## src/rtl/lru_if.sv

```systemverilog
// lru_if: lookup-result request bus (master drives req_*, valid_bits, flush) and way-selection response (slave drives sel_*)
interface lru_if #(
    parameter int IDX_W = 4
);
    logic             req_valid;
    logic [IDX_W-1:0] req_index;
    logic             req_hit;
    logic [1:0]       hit_way;
    logic [3:0]       valid_bits;
    logic             flush;
    logic [1:0]       sel_way;
    logic             sel_valid;
    logic             sel_hit;
    modport master (
        output req_valid, req_index, req_hit, hit_way, valid_bits, flush,
        input  sel_way, sel_valid, sel_hit
    );
    modport slave (
        input  req_valid, req_index, req_hit, hit_way, valid_bits, flush,
        output sel_way, sel_valid, sel_hit
    );
endinterface

```

## src/rtl/lru_way_select.sv

```systemverilog
// lru_way_select: 4-way tree-PLRU way selector; clk/reset plain ports, requests and registered selection on lru_if slave modport
module lru_way_select #(
    parameter int SETS  = 16,
    parameter int IDX_W = 4
) (
    input logic   clk,
    input logic   reset,
    lru_if.slave  bus
);
    logic [2:0] plru_q [SETS];
    logic [2:0] plru_d [SETS];
    logic [1:0] sel_way_q, sel_way_d;
    logic       sel_valid_q, sel_valid_d;
    logic       sel_hit_q, sel_hit_d;
    logic       in_range, accept;
    logic [2:0] cur;
    logic [1:0] victim, free_way, chosen;
    assign in_range = {1'b0, bus.req_index} < (IDX_W+1)'(SETS);
    assign accept   = bus.req_valid & ~bus.flush;
    assign cur      = in_range ? plru_q[bus.req_index] : 3'b000;
    assign victim   = cur[0] ? {1'b1, cur[2]} : {1'b0, cur[1]};
    assign free_way = !bus.valid_bits[0] ? 2'd0 : !bus.valid_bits[1] ? 2'd1 : !bus.valid_bits[2] ? 2'd2 : 2'd3;
    assign chosen   = bus.req_hit ? bus.hit_way : (bus.valid_bits != 4'b1111) ? free_way : victim;
    always_comb begin
        plru_d      = plru_q;
        sel_way_d   = accept ? chosen : sel_way_q;
        sel_hit_d   = accept ? bus.req_hit : sel_hit_q;
        sel_valid_d = accept;
        if (bus.flush)
            for (int i = 0; i < SETS; i++) plru_d[i] = 3'b000;
        else if (bus.req_valid && in_range)
            plru_d[bus.req_index] = chosen[1] ? {~chosen[0], cur[1], 1'b0} : {cur[2], ~chosen[0], 1'b1};
    end
    always_ff @(posedge clk) begin
        if (reset) begin
            plru_q      <= '{default: 3'b000};
            sel_way_q   <= 2'b00;
            sel_valid_q <= 1'b0;
            sel_hit_q   <= 1'b0;
        end else begin
            plru_q      <= plru_d;
            sel_way_q   <= sel_way_d;
            sel_valid_q <= sel_valid_d;
            sel_hit_q   <= sel_hit_d;
        end
    end
    assign bus.sel_way   = sel_way_q;
    assign bus.sel_valid = sel_valid_q;
    assign bus.sel_hit   = sel_hit_q;
endmodule

```

## src/flat_wrapper.sv

```systemverilog
// flat-port wrapper written by rule: the top's interface ports become plain ports
module lru_way_select_flat 
#(
    parameter int SETS  = 16,
    parameter int IDX_W = 4
)
  (clk, reset, bus_req_valid, bus_req_index, bus_req_hit, bus_hit_way, bus_valid_bits, bus_flush, bus_sel_way, bus_sel_valid, bus_sel_hit);
  lru_if #(.IDX_W(IDX_W)) bus_i ();
  input logic clk;
  input logic reset;
  input wire logic [$bits(bus_i.req_valid)-1:0] bus_req_valid;
  input wire logic [$bits(bus_i.req_index)-1:0] bus_req_index;
  input wire logic [$bits(bus_i.req_hit)-1:0] bus_req_hit;
  input wire logic [$bits(bus_i.hit_way)-1:0] bus_hit_way;
  input wire logic [$bits(bus_i.valid_bits)-1:0] bus_valid_bits;
  input wire logic [$bits(bus_i.flush)-1:0] bus_flush;
  output wire logic [$bits(bus_i.sel_way)-1:0] bus_sel_way;
  output wire logic [$bits(bus_i.sel_valid)-1:0] bus_sel_valid;
  output wire logic [$bits(bus_i.sel_hit)-1:0] bus_sel_hit;
  assign bus_i.req_valid = bus_req_valid;
  assign bus_i.req_index = bus_req_index;
  assign bus_i.req_hit = bus_req_hit;
  assign bus_i.hit_way = bus_hit_way;
  assign bus_i.valid_bits = bus_valid_bits;
  assign bus_i.flush = bus_flush;
  assign bus_sel_way = bus_i.sel_way;
  assign bus_sel_valid = bus_i.sel_valid;
  assign bus_sel_hit = bus_i.sel_hit;
  lru_way_select #(.SETS(SETS), .IDX_W(IDX_W)) u_core (.clk(clk), .reset(reset), .bus(bus_i));
endmodule
```

## config.mk

```make
export PLATFORM = sky130hd
export DESIGN_NAME = lru_way_select_flat
export DESIGN_NICKNAME = d
export VERILOG_FILES = /design/src/rtl/lru_if.sv /design/src/rtl/lru_way_select.sv /design/src/flat_wrapper.sv
export SDC_FILE = /design/constraint.sdc
export NUM_CORES = 1
export LEC_CHECK = 0
export BUFFER_PORTS_ARGS = -buffer_cell sky130_fd_sc_hd__buf_2
export CORE_MARGIN = 5
export CORE_UTILIZATION = 40
export CTS_BUF_LIST = sky130_fd_sc_hd__clkbuf_16
export DETAILED_ROUTE_END_ITERATION = 6
export GPL_TIMING_DRIVEN = 1
export PLACE_DENSITY = 0.67
export SYNTH_ARGS = -nofsm -noshare
export SYNTH_HDL_FRONTEND = slang
export SYNTH_SLANG_ARGS = --single-unit
```

## constraint.sdc

```tcl
create_clock -name clk -period 2.98 [get_ports clk]
set_input_delay 0 -clock clk [delete_from_list [all_inputs] [get_ports clk]]
set_output_delay 0 -clock clk [all_outputs]
set_load 0.005 [all_outputs]
```

* Yosys cells after proc, flatten, opt, wreduce, memory -nomap -nowiden
Index checks and enable logic that the tools add are counted.
Storage, ports and cells: register bits 52, output and inout port bits 4, word-level logic and storage cells 41
Operators by class: order comparisons 2, eq/ne operators 1, muxes and demuxes 13, bitwise gates (word level) 4, reductions and logical operators 2
Operators with widths (count):
- bitwise mux 48 bit | 1
- binary-select mux 3 bit (select 4 bit) | 1
- demux 3 bit (select 4 bit) | 1
- 2-to-1 mux 3 bit | 4
- 2-to-1 mux 2 bit | 5
- greater-or-equal comparator 5 bit (second input constant) | 1
- < comparator 5 x 1 -> 1 bit (second input constant) | 1
- NOT 4 -> 5 bit | 1
- != test 4 bit (second input constant) | 1
- NOT 1 bit | 2
- OR reduction 2 bit | 1
- bitwise AND 1 bit | 1
- logical AND 1 bit | 1
- 2-to-1 mux 1 bit | 1

* Depth between registers and ports, before layout
Gate-level depths: netlist of the first run.
depth after elaboration 10, depth in mapped cells 10

* Worst setup path after synthesis of the first run
Ideal clock, no wire load.
kind register to register, start point reg u_core.plru_q[12] in the netlist's numbering, end point reg u_core.plru_q[1] in the netlist's numbering, arrival time 1994 ps, required time 2863 ps, setup slack 869 ps, stages on the path, launching flop included 8, path buffers 1, period minus slack after synthesis 2111 ps, cell sequence dfxtp_1 > mux4_2 > or3_1 > o31ai_2 > o41ai_4 > o31ai_4 > buf_6 > o21ai_2
Between the ends: longest elaborated chain between the ends 9
RTL lines:
- start, declared | line lru_way_select.sv:10 | logic [2:0] plru_q [SETS];
- start signal, assigned | line lru_way_select.sv:41 | plru_q <= plru_d;
- binary-select mux 3 bit (select 4 bit) (*) | line lru_way_select.sv:20 | assign cur = in_range ? plru_q[bus.req_index] : 3'b000;
- 2-to-1 mux 3 bit (not written as such) (*) (2 in series) | line lru_way_select.sv:20
- 2-to-1 mux 2 bit (*) | line lru_way_select.sv:21 | assign victim = cur[0] ? {1'b1, cur[2]} : {1'b0, cur[1]};
- 2-to-1 mux 2 bit (*) (2 in series) | line lru_way_select.sv:23 | assign chosen = bus.req_hit ? bus.hit_way : (bus.valid_bits != 4'b1111) ? free_way : victim;
- NOT 1 bit | line lru_way_select.sv:32 | plru_d[bus.req_index] = chosen[1] ? {~chosen[0], cur[1], 1'b0} : {cur[2], ~chosen[0], 1'b1};
- 2-to-1 mux 3 bit (*) | line lru_way_select.sv:32
- bitwise mux 48 bit (*) | line lru_way_select.sv:32
Mark *: on every way between the ends. The rest lies on a longest branch, timed or not. The select of a mux whose other input is x is not followed. A chain may end at the register's enable or synchronous reset.

* Worst setup path in the final report of the first run
start point reg u_core.plru_q[12] in the netlist's numbering, end point reg u_core.plru_q[16] in the netlist's numbering
Same word-level chain as after synthesis.

==> out/results.ini, run 1 <==
[synth]
syn_area_per_cell_um2=9.21
yosys_warnings=0
synth_edf_count=0
netlist_area_um2=2610
yosysSeqAreaShare_pct=39.9
post-synth-top-area-cell=dfxtp_1
ys_ff_latch=52
ys_types=39
synth_cells=283
ys_top_cells_by_area=dfxtp_1 (40%), mux4_2 (8.6%), nor2_1 (6.8%)
synth_top_area_share_pct=39.9
async_flop_share_pct=0
synth_nets=298
ys.flop_type=dfxtp_1

[power]
p_leak_nw=1.03
p_int_mw=1.05
combPwrFrac_pct=9.9
p_per_area_nw_per_um2=486
p_sw_uw=338
finalPower_mw=1.39
seq_power_share_pct=50.6
swShare_pct=24.4
clkPwrFrac_pct=39.5
ir_worst_vdd_mv=0.225

[die]
start_util_pct=41.0
die_x_um=90.7
rows=29
die_h_um=90.7
ios=19
die_area_um2=8230
core_um2=6350

[routing]
drt_iter0_markers=117
drt_pass1_iterations=4
vias_per_cell=5.50
post_drt_wl_per_cell_um=16.0
drcViolationCount=0
wl_um=6000
vias=2057
ant_nets=0

[placement]
dp_hpwl_um=4330
dp_slack_ps=423
gp_congestion=0.845
port_buffers=18

[critical_path]
critPathMaxStageDelay_ps=480
cp_max_fo=16
crit_slowest_cell=mux4_2
cp.required_ps=3150
crit_chain=mux4_2, or3_1, o31ai_2, o41ai_4, buf_4, o31ai_4, buf_4, o21ai_0
cp_data_arrival_time_ps=2600
endpoint_kind=register
worstSetupPathType=reg2reg
cp_common_cell=buf_4
startpoint_type=register

[clock_network]
numClockSinks=52
cts_tree=built
htreeDepth=2
cts_buffers=5
cts_buffer_depth=2
clk_pin_slew_ps=70
clock_tree.root_cell=clkbuf_16
post-cts-setup-buffers=0
clkLatencyLatePin_ps=290

[outcome]
status=complete, no violations

[sta]
max_slew_margin_pct=31.0
min_period_ps=2440
setup_ws_ps=544
period_share_pct=81.7
whs_ps=28.3
final.setup_skew_ps=6.02
grt_setup_unrepaired=false
maxSlewViolCount=0
max_freq_mhz=411
finalHoldViolCount=0
setup_viol=0
totalNegativeSetupSlack_ps=0
worst_pin_slew_ps=1030

[final_layout]
fill_cells=597
drive_gt1_share_pct=21.5
nNetsFinal=311
syn2layout_area_growth_pct=9.75
layout_commonest_cell=dfxtp_1
n_antenna_cell=0
final_cell_mix=dfxtp_1 (52), nor2_1 (47), a21oi_1 (33)

[grt]
overflow=0
grt_max_degree=34
grt_usage_pct=15.3
grt_pass1_vias=2014
antenna_found_initial=0
grt_pass1_wl_um=10200

[min_path]
hold_path_class=in2reg

[flow_run]
max_cap_viol_count=0

## cell type report
class                   count  area (um^2)  area share [%]
inverters                   2         7.51           0.262
repair buffers             25          145            5.07
well taps                  77         96.3            3.37
flip-flops and latches     52         1040            36.4
clock buffers               5          125            4.37
multi-input cells         210         1430            50.1
clock inverters             3         11.3           0.394
## worst max-delay path, delay by kind of cell (launching register included)
family          cells  cell delay, ps
buf+inv             2             500
simple gates        1             380
flops               1             310
compound gates      4             630
mux                 1             480
## path summary, 6_finish.rpt
check | cells after the start | slack (ps) | end | start
worst max-delay path | 8 | 540 | u_core.plru_q[16] | u_core.plru_q[12]
worst min-delay path | 3 | 30 | u_core.bus.sel_hit | bus_req_hit
worst max register to register | 8 | 540 | u_core.plru_q[16] | u_core.plru_q[12]
worst min register to register | 2 | 450 | u_core.bus.sel_way[0] | u_core.bus.sel_way[0]
## repair_timing
| action | in CTS | in global routing |
|---|---|---|
| hold buffers | 1 | 0 |
| resized for setup | 0 | 0 |
| hold endpoints to repair | 4 | 0 |
## registers in the layout, indices dropped and copies added, names as in the netlist
| name | flops |
|---|---|
| u_core.bus.sel_way | 2 |
| u_core.bus.sel_valid | 1 |
| u_core.bus.sel_hit | 1 |
| u_core.plru_q | 48 |
## synthesized netlist by cell type (3+ instances only)
library cell	count
dfxtp_1	52
nor2_1	47
a21oi_1	33
nand2_1	24
nand3_1	22
a22oi_1	13
mux4_2	10
o21ai_2	10
mux2i_1	9
o21ai_0	9
buf_2	6
clkbuf_1	6
a22oi_2	4
buf_6	4
mux2_2	3
## metrics by stage
| step | cells | cell area [um^2] | utilization, % |
|---|---|---|---|
| CTS | 374 | 2860 | 45.0 |
| finish | 374 | 2860 | 45.0 |
| floorplan | 283 | 2610 | - |
| global route | 374 | 2860 | 45.0 |
| global placement | 365 | 2710 | 42.7 |
| detailed placement | 365 | 2710 | 42.7 |
## power by group through the flow
stage	Combinational [mW]	Sequential [mW]	Clock (mW)
finish	0.138	0.703	0.548
detailed placement	0.137	0.719	0
CTS	0.139	0.703	0.554
global route	0.152	0.704	0.584
floorplan	0.106	0.719	0
global placement	0.137	0.719	0
## layer usage
layer	routed length, um	share of wire (%)	up-vias	global-route usage (%)
li1	-	-	1049	-
met1	2620	44	938	20.7
met2	2870	48	62	24.5
met3	428	7.1	8	3.17
met4	79	1.3	0	4.47
met5	0	0	-	0
## logic make-up after synthesis
logic type | count (synthesis) | synth area share [%]
AOI/OAI and AO/OA | 82 | 23.6
buffers and inverters | 21 | 5.04
and+or+nand+nor | 106 | 18.1
muxes | 22 | 13.4
DFF | 52 | 39.9
Note: power is estimated with default switching activity, not from simulation.
==> run 2, diff against run 1 <==
Settings changed: ABC_AREA set to 1, PLACE_DENSITY 0.67 to 0.69.
Clock period 2.98 ns to 2.2 ns, I/O delays scaled along.
==> run 2 against run 1 <==
  * Critical endpoint is now u_core.plru_q[19]
  * Worst hold slack better by 48 ps
  * Combinational power up 27%
  * First-iteration DRC count up 41%
  * Core utilization grew 0.40 points
  * Highest routed layer unchanged
==> out/results.ini, run 2 <==
[critical_path]
cp_common_cell=nand2_1
r2r_start=u_core.plru_q[27]
cp.required_ps=2360  ; -790 ps
r2r_slack_ps=430  ; -110 ps
worstSetupPathType=reg2reg
reg2reg_to=u_core.plru_q[19]
critPathBufInv=1  ; -1
crit_family=simple AND/OR/NAND/NOR gates
cp_max_fo=16  ; unchanged
worstSetupEndpoint=u_core.plru_q[19]
startpoint_type=register
crit_slowest_cell=dfxtp_1
endpoint_kind=register
critPathMaxStageDelay_ps=310  ; -170 ps
reg2regPathDepth=14  ; +6
setup.worst_path.start=u_core.plru_q[27]
crit_cells=14  ; +6
cp_data_arrival_time_ps=1930  ; -670 ps
crit_chain=nand2_1, nand2_1, nand2_1, nand2_1, nand2_1, nand2_1, nor2_2, nand2_1, nand2_1, nand2_1, inv_1, nand3_1, nand2_4, a21oi_1

[clock_network]
ctsResizeCount=0  ; unchanged
cts_buffers=5  ; unchanged
numClockSinks=52  ; unchanged
htreeDepth=2  ; unchanged
clkLatencyLatePin_ps=290  ; about the same
clock_tree.root_cell=clkbuf_16
clk_pin_slew_ps=70  ; about the same
cts_tree=built
cts_buffer_depth=2  ; unchanged

[final_layout]
n_antenna_cell=0  ; unchanged
fill_cells=650  ; +8.9%
regMostFlops=u_core.plru_q
final_cell_mix=nand2_1 (139), dfxtp_1 (52), o21ai_0 (50)
largest_reg_flops=48  ; unchanged
nNetsFinal=397  ; +28%
drive_gt1_share_pct=15.4  ; -6.1 points
layout_commonest_cell=nand2_1
stdcell_area_um2=2840  ; -0.83%
syn2layout_area_growth_pct=12.3
regArea_um2=1040  ; unchanged
multi_input_area_um2=1300  ; -9.1%

[outcome]
status=complete, no violations

[routing]
ant_nets=0  ; unchanged
post_drt_wl_per_cell_um=13.1  ; -19%
vias=2320  ; +13%
vias_per_cell=5.05  ; -8.1%
drcViolationCount=0  ; unchanged
drt_iter0_markers=165  ; +41%
drt_pass1_iterations=4  ; unchanged
wl_um=5990  ; about the same

[sta]
grt_setup_unrepaired=false
setup_ws_ps=429  ; -115 ps
whs_ps=76.1  ; +47.8 ps
final.setup_skew_ps=4.97  ; -1.04 ps
maxSlewViolCount=0  ; unchanged
period_share_pct=80.5  ; -1.3 points
finalHoldViolCount=0  ; unchanged
worst_pin_slew_ps=418  ; -613 ps
totalNegativeSetupSlack_ps=0  ; unchanged
setup_viol=0  ; unchanged
max_slew_margin_pct=72.0  ; +41 points
max_freq_mhz=565  ; +38%
min_period_ps=1770  ; -665 ps

[die]
die_x_um=89.5  ; -1.4%
die_h_um=89.5  ; -1.4%
rows=29  ; unchanged
start_util_pct=40.5  ; -0.59 points
ios=19  ; unchanged
die_area_um2=8000  ; -2.8%
core_um2=6240  ; -1.7%

[grt]
grt_pass1_wl_um=10300  ; +1.0%
grt_max_degree=49  ; +44%
antenna_found_initial=0  ; unchanged
grt_pass1_vias=2150  ; +6.8%
overflow=0  ; unchanged
grt_usage_pct=16.3  ; +1.0 points

[synth]
synth_edf_count=0  ; unchanged
yosys_warnings=0  ; unchanged
ys_top_cells_by_count=nand2_1 (139), dfxtp_1 (52), o21ai_0 (50), a21oi_1 (30), nor2_1 (29)
ys.flop_type=dfxtp_1
ys_ff_latch=52  ; unchanged
synth_nets=382  ; +28%
async_flop_share_pct=0  ; unchanged
syn_area_per_cell_um2=6.88  ; -25%
yosysSeqAreaShare_pct=41.2  ; +1.3 points
synth.most_common_cell=nand2_1
netlist_area_um2=2520  ; -3.1%
ys_types=19  ; -51%
post-synth-top-area-cell=dfxtp_1
ys_top_cells_by_area=dfxtp_1 (41%), nand2_1 (21%), o21ai_0 (9.9%)
synth_top_area_share_pct=41.2  ; +1.3 points
synth_cells=367  ; +30%

[placement]
port_buffers=18  ; unchanged
gp_congestion=0.873  ; +3.3%
dp_slack_ps=268  ; -155 ps
placed_cell_area_um2=2630  ; -3.0%
dp_hpwl_um=4110  ; -5.2%

[power]
p_per_area_nw_per_um2=746  ; +54%
finalPower_mw=2.12  ; +52%
clkPwrFrac_pct=46.5  ; +7.0 points
p_leak_nw=1.29  ; +25%
swShare_pct=22.3  ; -2.1 points
seq_power_share_pct=45.2  ; -5.4 points
combPwrFrac_pct=8.2  ; -1.7 points
p_sw_uw=471  ; +39%
p_int_mw=1.65  ; +57%
ir_worst_vdd_mv=0.482  ; +110%

[min_path]
min-delay-start=bus_flush
hold_path_class=in2reg

[flow_run]
max_cap_viol_count=0  ; unchanged

-- run 2: what timing repair did --
item / CTS / global route
hold endpoints to repair: 3 / 0
hold buffers: 2 / 0
setup buffers: 0 / 0
-- run 2: worst reg2reg max path, cell delays in order, from the launching register on --
cell and delay, ps:
dfxtp_1 310, nand2_1 80, nand2_1 60, nand2_1 60
nand2_1 50, nand2_1 50, nand2_1 80, nor2_2 130
nand2_1 60, nand2_1 50, nand2_1 140, inv_1 110
nand3_1 120, nand2_4 240, a21oi_1 100
-- run 2: stage by stage --
stage	util, %	std cells
CTS	45.4	459
global placement	42.2	450
detailed placement	42.2	450
global route	45.4	459
finish	45.4	459
floorplan	-	367
-- run 2: layout make-up --
type | instances | area share (%)
sequential | 52 | 36.7
multi-input combinational | 282 | 46.0
inverter | 16 | 2.21
clock buffer | 5 | 4.41
timing repair buffer | 25 | 5.21
clock inverter | 2 | 2.12
tap | 77 | 3.40
-- run 2: metal layers --
layer	global-route usage [%]	part of all wire (%)	wire [um]	vias up
li1	-	-	-	1208
met5	0	0	0	-
met1	23.2	49	2960	1055
met4	5.01	1.5	87	0
met3	3.32	4.9	296	9
met2	24.8	44	2650	48
-- run 2: how the worst min path moves through the flow --
stage,endpoint,cells after the start
after global routing,u_core.bus.sel_way[0],4
after CTS,u_core.bus.sel_hit,4
after detailed placement,u_core.bus.sel_way[0],2
after global placement,u_core.bus.sel_way[0],2
final,u_core.bus.sel_hit,4
after floorplan,u_core.bus.sel_way[0],1
-- run 2: power by group through the flow --
| stage | Clock [mW] | Combinational [mW] | Sequential [mW] |
|---|---|---|---|
| after CTS | 0.998 | 0.175 | 0.957 |
| after global placement | 0 | 0.170 | 0.978 |
| final | 0.985 | 0.175 | 0.957 |
| after floorplan | 0 | 0.130 | 0.978 |
| after global routing | 1.04 | 0.194 | 0.958 |
| after detailed placement | 0 | 0.171 | 0.979 |
-- run 2: cells by family after synthesis --
kind of cell,count (synthesis),share of synthesized area [%]
AO/OA/AOI/OAI,101,23.1
buffers and inverters,33,7.23
flip-flops,52,41.2
AND/OR/NAND/NOR,181,28.4
